===== src/rtl/ws2812_pkg.sv =====
// rtl/ws2812_pkg.sv - shared symbol codes, sizes and FSM states for the WS2812 frame sequencer
package ws2812_pkg;

    localparam logic [1:0] GEN_RET  = 2'b00;
    localparam logic [1:0] GEN_BIT0 = 2'b10;
    localparam logic [1:0] GEN_BIT1 = 2'b11;

    localparam int BITS_PER_LED = 24;

    typedef enum logic [2:0] {
        IDLE,
        FETCH,
        LOAD,
        SEND,
        RET
    } state_e;

    // Map one pixel bit onto the bitGenerator NZR mode code.
    function automatic logic [1:0] bit_mode(input logic b);
        return b ? GEN_BIT1 : GEN_BIT0;
    endfunction

endpackage


===== src/rtl/ws2812_pixel_scaler.sv =====
// rtl/ws2812_pixel_scaler.sv - combinational per-channel brightness scaler for GRB pixels
module ws2812_pixel_scaler (
    input  logic [23:0] pix_i,
    input  logic [7:0]  scale_i,
    output logic [23:0] pix_o
);

    // c * (scale + 1) fits in 16 bits, so scale 255 is an exact identity.
    function automatic logic [7:0] scale_ch(input logic [7:0] c, input logic [7:0] s);
        logic [15:0] prod;
        prod = {8'd0, c} * ({8'd0, s} + 16'd1);
        return prod[15:8];
    endfunction

    // Scale G, R and B independently.
    always_comb begin
        pix_o = {scale_ch(pix_i[23:16], scale_i),
                 scale_ch(pix_i[15:8],  scale_i),
                 scale_ch(pix_i[7:0],   scale_i)};
    end

endmodule


===== src/rtl/ws2812_frame_sequencer.sv =====
// rtl/ws2812_frame_sequencer.sv - frame sequencer driving bitGenerator; optional WS2812_BRIGHTNESS_EN scaling
module ws2812_frame_sequencer
    import ws2812_pkg::*;
#(
    parameter int NUM_LEDS  = 8,
    parameter int ADDR_W    = 3,
    parameter int RET_COUNT = 1
) (
    input  logic              clk,
    input  logic              reset,
    input  logic              start,
`ifdef WS2812_BRIGHTNESS_EN
    input  logic [7:0]        brightness,
`endif
    input  logic [23:0]       pixData,
    input  logic              genDone,
    output logic              busy,
    output logic              frameDone,
    output logic [ADDR_W-1:0] pixAddr,
    output logic [1:0]        genMode,
    output logic              doGen
);

    localparam int RET_W = (RET_COUNT > 1) ? $clog2(RET_COUNT) : 1;
    localparam logic [ADDR_W-1:0] LAST_LED = ADDR_W'(NUM_LEDS - 1);
    localparam logic [RET_W-1:0]  LAST_RET = RET_W'(RET_COUNT - 1);
    localparam logic [4:0]        LAST_BIT = 5'(BITS_PER_LED - 1);

    state_e            state_q, state_d;
    logic [23:0]       shift_q, shift_d;
    logic [23:0]       hold_q, hold_d;
    logic [4:0]        bit_cnt_q, bit_cnt_d;
    logic [ADDR_W-1:0] led_cnt_q, led_cnt_d;
    logic [RET_W-1:0]  ret_cnt_q, ret_cnt_d;
    logic [ADDR_W-1:0] pix_addr_q, pix_addr_d;
    logic [1:0]        gen_mode_q, gen_mode_d;
    logic              do_gen_q, do_gen_d;
    logic              busy_q, busy_d;
    logic              frame_done_q, frame_done_d;
    // pf1: prefetch address just issued; pf2: its read data is now on pixData
    logic              pf1_q, pf1_d;
    logic              pf2_q, pf2_d;
    logic [23:0]       pix_in;

`ifdef WS2812_BRIGHTNESS_EN
    logic [7:0] bright_q, bright_d;

    ws2812_pixel_scaler u_scaler (
        .pix_i   (pixData),
        .scale_i (bright_q),
        .pix_o   (pix_in)
    );
`else
    assign pix_in = pixData;
`endif

    // Next-state and output decode; every register defaults to holding.
    always_comb begin
        state_d      = state_q;
        shift_d      = shift_q;
        hold_d       = hold_q;
        bit_cnt_d    = bit_cnt_q;
        led_cnt_d    = led_cnt_q;
        ret_cnt_d    = ret_cnt_q;
        pix_addr_d   = pix_addr_q;
        gen_mode_d   = gen_mode_q;
        do_gen_d     = do_gen_q;
        busy_d       = busy_q;
        frame_done_d = 1'b0;
        pf1_d        = 1'b0;
        pf2_d        = pf1_q;
`ifdef WS2812_BRIGHTNESS_EN
        bright_d     = bright_q;
`endif

        // Next pixel lands in the holding register well before the current one drains.
        if (pf2_q) begin
            hold_d = pix_in;
        end

        case (state_q)
            IDLE: begin
                pix_addr_d = '0;
                if (start) begin
                    busy_d  = 1'b1;
                    state_d = FETCH;
                end
            end

            FETCH: begin
`ifdef WS2812_BRIGHTNESS_EN
                bright_d = brightness;
`endif
                state_d = LOAD;
            end

            LOAD: begin
                shift_d    = pix_in;
                bit_cnt_d  = LAST_BIT;
                led_cnt_d  = '0;
                gen_mode_d = bit_mode(pix_in[23]);
                do_gen_d   = 1'b1;
                if (NUM_LEDS > 1) begin
                    pix_addr_d = ADDR_W'(1);
                    pf1_d      = 1'b1;
                end
                state_d = SEND;
            end

            SEND: begin
                if (genDone) begin
                    if (bit_cnt_q != 5'd0) begin
                        shift_d    = shift_q << 1;
                        bit_cnt_d  = bit_cnt_q - 5'd1;
                        gen_mode_d = bit_mode(shift_q[22]);
                    end else if (led_cnt_q < LAST_LED) begin
                        shift_d    = hold_q;
                        led_cnt_d  = led_cnt_q + ADDR_W'(1);
                        bit_cnt_d  = LAST_BIT;
                        gen_mode_d = bit_mode(hold_q[23]);
                        // pixAddr already points at led+1; step only if led+2 exists
                        if ((led_cnt_q + ADDR_W'(1)) < LAST_LED) begin
                            pix_addr_d = pix_addr_q + ADDR_W'(1);
                            pf1_d      = 1'b1;
                        end
                    end else begin
                        gen_mode_d = GEN_RET;
                        ret_cnt_d  = '0;
                        state_d    = RET;
                    end
                end
            end

            RET: begin
                if (genDone) begin
                    if (ret_cnt_q == LAST_RET) begin
                        do_gen_d     = 1'b0;
                        gen_mode_d   = GEN_RET;
                        frame_done_d = 1'b1;
                        busy_d       = 1'b0;
                        pix_addr_d   = '0;
                        state_d      = IDLE;
                    end else begin
                        ret_cnt_d = ret_cnt_q + RET_W'(1);
                    end
                end
            end

            default: begin
                state_d = IDLE;
            end
        endcase
    end

    // State and datapath registers with synchronous reset.
    always_ff @(posedge clk) begin
        if (reset) begin
            state_q      <= IDLE;
            shift_q      <= '0;
            hold_q       <= '0;
            bit_cnt_q    <= '0;
            led_cnt_q    <= '0;
            ret_cnt_q    <= '0;
            pix_addr_q   <= '0;
            gen_mode_q   <= GEN_RET;
            do_gen_q     <= 1'b0;
            busy_q       <= 1'b0;
            frame_done_q <= 1'b0;
            pf1_q        <= 1'b0;
            pf2_q        <= 1'b0;
`ifdef WS2812_BRIGHTNESS_EN
            bright_q     <= '0;
`endif
        end else begin
            state_q      <= state_d;
            shift_q      <= shift_d;
            hold_q       <= hold_d;
            bit_cnt_q    <= bit_cnt_d;
            led_cnt_q    <= led_cnt_d;
            ret_cnt_q    <= ret_cnt_d;
            pix_addr_q   <= pix_addr_d;
            gen_mode_q   <= gen_mode_d;
            do_gen_q     <= do_gen_d;
            busy_q       <= busy_d;
            frame_done_q <= frame_done_d;
            pf1_q        <= pf1_d;
            pf2_q        <= pf2_d;
`ifdef WS2812_BRIGHTNESS_EN
            bright_q     <= bright_d;
`endif
        end
    end

    assign busy      = busy_q;
    assign frameDone = frame_done_q;
    assign pixAddr   = pix_addr_q;
    assign genMode   = gen_mode_q;
    assign doGen     = do_gen_q;

endmodule


===== config.mk =====
export PLATFORM = sky130hd
export DESIGN_NAME = ws2812_frame_sequencer
export DESIGN_NICKNAME = d
export VERILOG_FILES = /design/src/rtl/ws2812_pkg.sv /design/src/rtl/ws2812_pixel_scaler.sv /design/src/rtl/ws2812_frame_sequencer.sv
export SDC_FILE = /design/constraint.sdc
export NUM_CORES = 1
export LEC_CHECK = 0
export ABC_AREA = 1
export CORE_MARGIN = 1.5
export CORE_UTILIZATION = 50
export CTS_CLUSTER_DIAMETER = 40
export DETAILED_ROUTE_END_ITERATION = 8
export GPL_TIMING_DRIVEN = 0
export PLACE_DENSITY = 0.72
export REMOVE_ABC_BUFFERS = 1
export SLEW_MARGIN = 30
export SYNTH_ARGS = -nofsm -noshare
export SYNTH_HDL_FRONTEND = slang
export SYNTH_HIERARCHICAL = 1
export SYNTH_SLANG_ARGS = --single-unit

===== constraint.sdc =====
create_clock -name clk -period 1.7 [get_ports clk]
set_input_delay 0.34 -clock clk [delete_from_list [all_inputs] [get_ports clk]]
set_output_delay 0.34 -clock clk [all_outputs]
set_load 0.1 [all_outputs]

# Word level (Yosys, flattened, before mapping)
# Cells that the tools add are included.
totals:
  register_bits: 69
  latchBits: 0
  mem_bits_rw: 0
  mem_bits_ro: 0
  inputBits: 28
  out_inout_bits: 8
  elab_cells: 101
  memories: 0
classes:
  add_sub_neg: 4
  multipliers: 0
  n_div: 0
  order_cmp: 2
  eq_ne: 13
  shift: 0
  muxes: 50
  bitwise: 2
  n_reduce_logical: 17
ops:
  columns: ["cell", "count"]
  rows:
  - ["$mux 23", 3]
  - ["$pmux 23 s2", 1]
  - ["$mux 3", 13]
  - ["$mux 1", 16]
  - ["$ne 2x2->1 const B", 8]
  - ["$mux 5", 3]
  - ["$pmux 3 s5", 1]
  - ["$pmux 3 s4", 1]
  - ["$reduce_and 4->1", 3]
  - ["$mux 2", 5]
  - ["$pmux 5 s2", 1]
  - ["$pmux 1 s2", 4]
  - ["$reduce_bool 2->1", 4]
  - ["$reduce_and 7->1", 1]
  - ["$add 3x1->3 const B", 2]
  - ["$eq 3x2->1 const B", 2]
  - ["$lt 3x3->1 const B", 2]
  - ["$pmux 2 s3", 1]
  - ["$pmux 3 s2", 1]
  - ["$reduce_and 3->1", 2]
  - ["$reduce_and 6->1", 1]
  - ["$reduce_and 5->1", 1]
  - ["$reduce_bool 5->1", 1]
  - ["$sub 5x1->5 const B", 1]
  - ["9 further kinds", 10]

# Depth between registers and ports, before layout
depth:
  word_depth: 7
  depth_mapped: 11
  depth_no_buf: 10

# Worst setup path after synthesis
# Ideal clock, no wire load.
synth_path:
  kind: "register to register"
  from: "reg pix_addr_q[0], in the netlist pixAddr[0]"
  to: "reg pix_addr_q[2], in the netlist pixAddr[2]"
  setup_time_ns: 0.070
  arrival_ns: 1.688
  required_ns: 1.630
  slack_ns: -0.058
  stages_incl_launch_ff: 7
  path_buffers: 0
  period_less_slack_ns: 1.758
  cell_sequence: "dfxtp_1 > ha_1 > xor2_1 > nand2_1 > inv_1 > nand3_1 > a21oi_1"
synth_via:
  elab_chain_cells: 6
synth_rtl:
  columns: ["item", "line", "rtl"]
  rows:
  - ["start, declared", "ws2812_frame_sequencer.sv:35", "logic [ADDR_W-1:0] pix_addr_q, pix_addr_d;"]
  - ["start signal, assigned", "ws2812_frame_sequencer.sv:181", "pix_addr_q <= pix_addr_d;"]
  - ["$add 3x1->3", "ws2812_frame_sequencer.sv:123", "pix_addr_d = pix_addr_q + ADDR_W'(1);"]
  - ["$mux 3", "ws2812_frame_sequencer.sv:122", "if ((led_cnt_q + ADDR_W'(1)) < LAST_LED) begin"]
  - ["$mux 3", "ws2812_frame_sequencer.sv:116", "end else if (led_cnt_q < LAST_LED) begin"]
  - ["$mux 3", "ws2812_frame_sequencer.sv:112", "if (bit_cnt_q != 5'd0) begin"]
  - ["$mux 3", "ws2812_frame_sequencer.sv:111", "if (genDone) begin"]
  - ["$pmux 3 s4", "ws2812_frame_sequencer.sv:81", "case (state_q)"]
# Every way passes these cells. The select of a mux whose other input is x is not followed.
# A chain may end at the register's enable or synchronous reset.

# Worst setup path in the final report
layout_path:
  from: "reg pix_addr_q[0], in the netlist pixAddr[0]"
  to: "out pixAddr[0]"
layout_lines:
  columns: ["item", "line", "rtl"]
  rows:
  - ["end, declared", "ws2812_frame_sequencer.sv:19", "output logic [ADDR_W-1:0] pixAddr,"]
# No word-level cell between the ends.

==> impl_metrics.py <==
metrics = {
    "routing": {
        "ant_nets": 0,
        "vias": 3297,
        "first_pass_iters": 5,
        "drc": 0,
        "viasPerCell": 5.10,
        "wl_per_cell_microns": 13.3,
        "drtIter0Drc": 195,
        "wl_microns": 8580,
    },
    "sta": {
        "final_max_slew_viol_count": 0,
        "relSlewSlack_pct": 61.9,
        "finalClockSkew_ps": 7.11,
        "tns_ps": 0,
        "fmax_ghz": 0.609,
        "worst_slew_pin_slew_ps": 571,
        "whs_ps": 401,
        "hold_violations": 0,
        "finalSetupViolations": 0,
        "finalCritPeriodShare_pct": 96.6,
        "finalCriticalPeriod_ps": 1640,
    },
    "hold_path": {
        "min_to": "pf2_q$_SDFF_PP0_",
        "min_from": "pf1_q$_SDFF_PP0_",
        "hp-class": "reg2reg",
        "whs_path_depth": 2,
    },
    "clocking": {
        "cts_max_path_buffers": 2,
        "clkLatencyLatePin_ps": 340,
        "cts-root-buf": "clkbuf_8",
        "tritoncts": "done",
        "cts_inserted_buffers": 9,
        "cts_sinks": 68,
        "htreeDepth": 3,
        "clkTransAtPathRegs_ps": 70,
    },
    "synth": {
        "syn_inst": 518,
        "syn_area_sq_mm": 0.00329,
        "async_flop_share_pct": 0,
        "synthSimpleGateAreaFrac_pct": 38.8,
        "synth_top_family_by_area": "simple AND/OR/NAND/NOR gates",
        "synth_mux_area_share_pct": 0,
        "ys_ff_latch": 68,
        "synth_fa_ha_area_share_pct": 1.14,
        "synth-xor-area-share_pct": 0.266,
        "synth-compound-area-share_pct": 8.62,
        "ys.warnings.count": 6,
        "seq_area_frac_synth_pct": 41.3,
        "synth_edf_count": 0,
        "avgSynthCellArea_sq_um": 6.36,
        "synth_cell_types": 26,
        "ys.flop_type": "dfxtp_1",
    },
    "floorplanning": {
        "die_y_microns": 84.2,
        "dieArea_sq_mm": 0.00708,
        "core_sq_mm": 0.00635,
        "die_x_microns": 84.2,
        "start_util_pct": 51.9,
        "placementRows": 29,
        "ioPinCount": 36,
    },
    "cells_and_area": {
        "fill_cells": 561,
        "drive_gt1_share_pct": 13.0,
        "area_delta_synth_final_pct": 26.9,
        "final_cells": 646,
        "fin_nets": 596,
        "diodes": 0,
    },
    "outcome": {
        "status": "finished, final reports clean",
    },
    "setup_path": {
        "reg2reg_slack_ps": 90,
        "end_kind": "output pin",
        "reg2reg_to": "state_q[1]$_SDFFE_PP0P_",
        "slowest_delay_ps": 580,
        "cp_top_family": "buffers and inverters",
        "cpMaxStageDelayCell": "clkdlybuf4s15_2",
        "path_class": "reg2out",
        "crit_arrival_ps": 1300,
        "path_buf_inv": 1,
        "worstPathMaxFanout": 4,
        "cp_cell_sequence": "clkdlybuf4s15_2",
        "r2r_cells": 8,
        "worstReg2RegStart": "bit_cnt_q[0]$_SDFFE_PP0P_",
        "critPathLaunchType": "flip-flop",
        "crit_required_ps": 1360,
    },
    "placement": {
        "dp.cells": 609,
        "dp_hpwl_microns": 4460,
        "portBuffers": 35,
        "gp_congestion": 0.868,
    },
    "flow_run": {
        "cap_violations": 0,
    },
    "global_route": {
        "grt_max_degree": 40,
        "grt_overflow": 0,
        "track_usage_pct": 24.7,
        "grt_pass1_wl_microns": 14000,
        "grt_pass1_vias": 3007,
        "antenna_found_initial": 0,
    },
    "power_and_ir_drop": {
        "powerDensity_mw_per_mm2": 1180,
        "peakVddDrop_mv": 0.778,
        "leakagePower_uw": 0.00197,
    },
}
registers in the layout, summed over array words and instances, names as in the netlist, 2 cells and up:
| register | flops |
|---|---|
| pixAddr | 3 |
| hold_q | 24 |
| bit_cnt_q | 5 |
| genMode | 2 |
| led_cnt_q | 3 |
| state_q | 3 |
| shift_q | 23 |
synthesized netlist by cell type (all sizes together), types with 2 or more instances:
library cell / number / area (sq um)
nor2: 119 / 454
buf: 12 / 86.3
a21oi: 15 / 75.1
nand3: 35 / 180
nand2: 156 / 608
o21ai: 37 / 185
clkbuf: 11 / 41.3
nand4: 3 / 18.8
inv: 51 / 191
nor3: 2 / 10.0
dfxtp: 68 / 1360
ha: 3 / 37.5
logic make-up (layout without fill, tap and decap cells):
family          Yosys count  count (layout)
compound gates           55              55
xor+xnor                  1               1
fa+ha+maj                 3               3
buf+inv                  75             121
flops                    68              68
simple gates            316             321
routing by layer:
layer	vias up	share of wire [%]	global-route usage (%)
met1	1479	43	31.3
met2	103	48	41.2
met4	0	2.0	11.5
li1	1699	-	-
met5	-	0	0
met3	16	6.3	4.13
report_power, final:
part	internal [uW]	switching, uW
clock network	598	605
logic	615	1130
registers	1840	154
worst max path at each step:
stage,startpoint,endpoint,slack (ps),cells after the start
after floorplan,bit_cnt_q[0]$_SDFFE_PP0P_,shift_q[0]$_SDFFE_PP0P_,-140,8
after detailed placement,state_q[0]$_SDFFE_PP0P_,bit_cnt_q[4]$_SDFFE_PP0P_,-530,7
after CTS,bit_cnt_q[1]$_SDFFE_PP0P_,bit_cnt_q[3]$_SDFFE_PP0P_,10,9
final,pixAddr[0]$_SDFFE_PP0P_,pixAddr[0],60,1
after global placement,reset,hold_q[23]$_SDFFE_PP0P_,-1100,4
after global routing,bit_cnt_q[0]$_SDFFE_PP0P_,shift_q[14]$_SDFFE_PP0P_,-4,10
cells in the final DEF (no fill, tap or decap), drive strengths merged:
cell type	Yosys	routed
a21oi	15	15
clkinv	1	3
clkdlybuf4s50	0	27
ha	3	3
clkdlybuf4s15	0	8
nor3	2	2
clkinvlp	0	6
clkbuf	11	13
o21a	1	1
o21bai	1	1
buf	12	15
xor2	1	1
nand2	156	161
nand3b	1	1
dfxtp	68	68
nor2	119	119
nand3	35	35
o21ai	37	37
nand4	3	3
o2111ai	1	1
inv	51	49
area by class of cell:
| class | count | area [sq um] | share of cell area (%) |
|---|---|---|---|
| multi-input cells | 380 | 1780 | 42.6 |
| flip-flops and latches | 68 | 1370 | 32.7 |
| repair buffers | 50 | 527 | 12.6 |
| inverters | 52 | 210 | 5.03 |
| clock buffers | 13 | 159 | 3.80 |
| well taps | 77 | 96.3 | 2.31 |
| repair inverters | 4 | 30.0 | 0.719 |
| clock inverters | 2 | 10.0 | 0.240 |
through the flow:
step	area (sq um)	utilization, %	setup slack (ps)	power, uW
2_1_floorplan	3170	-	-140	3030
3_3_place_gp	3610	56.9	-1100	3360
3_5_place_dp	3650	57.4	-530	3410
4_1_cts	4130	65.1	11.2	4890
5_1_grt	4180	65.8	-3.92	5240
6_report	4180	65.8	57.4	4950
what timing repair did:
action | CTS | global route
resized for setup | 51 | 11
cloned | 8 | 1
pin swaps | 8 | 3
hold buffers | 0 | 0
setup endpoints to repair | 63 | 31
setup buffers | 11 | 2
(Power assumes the default switching activity.)
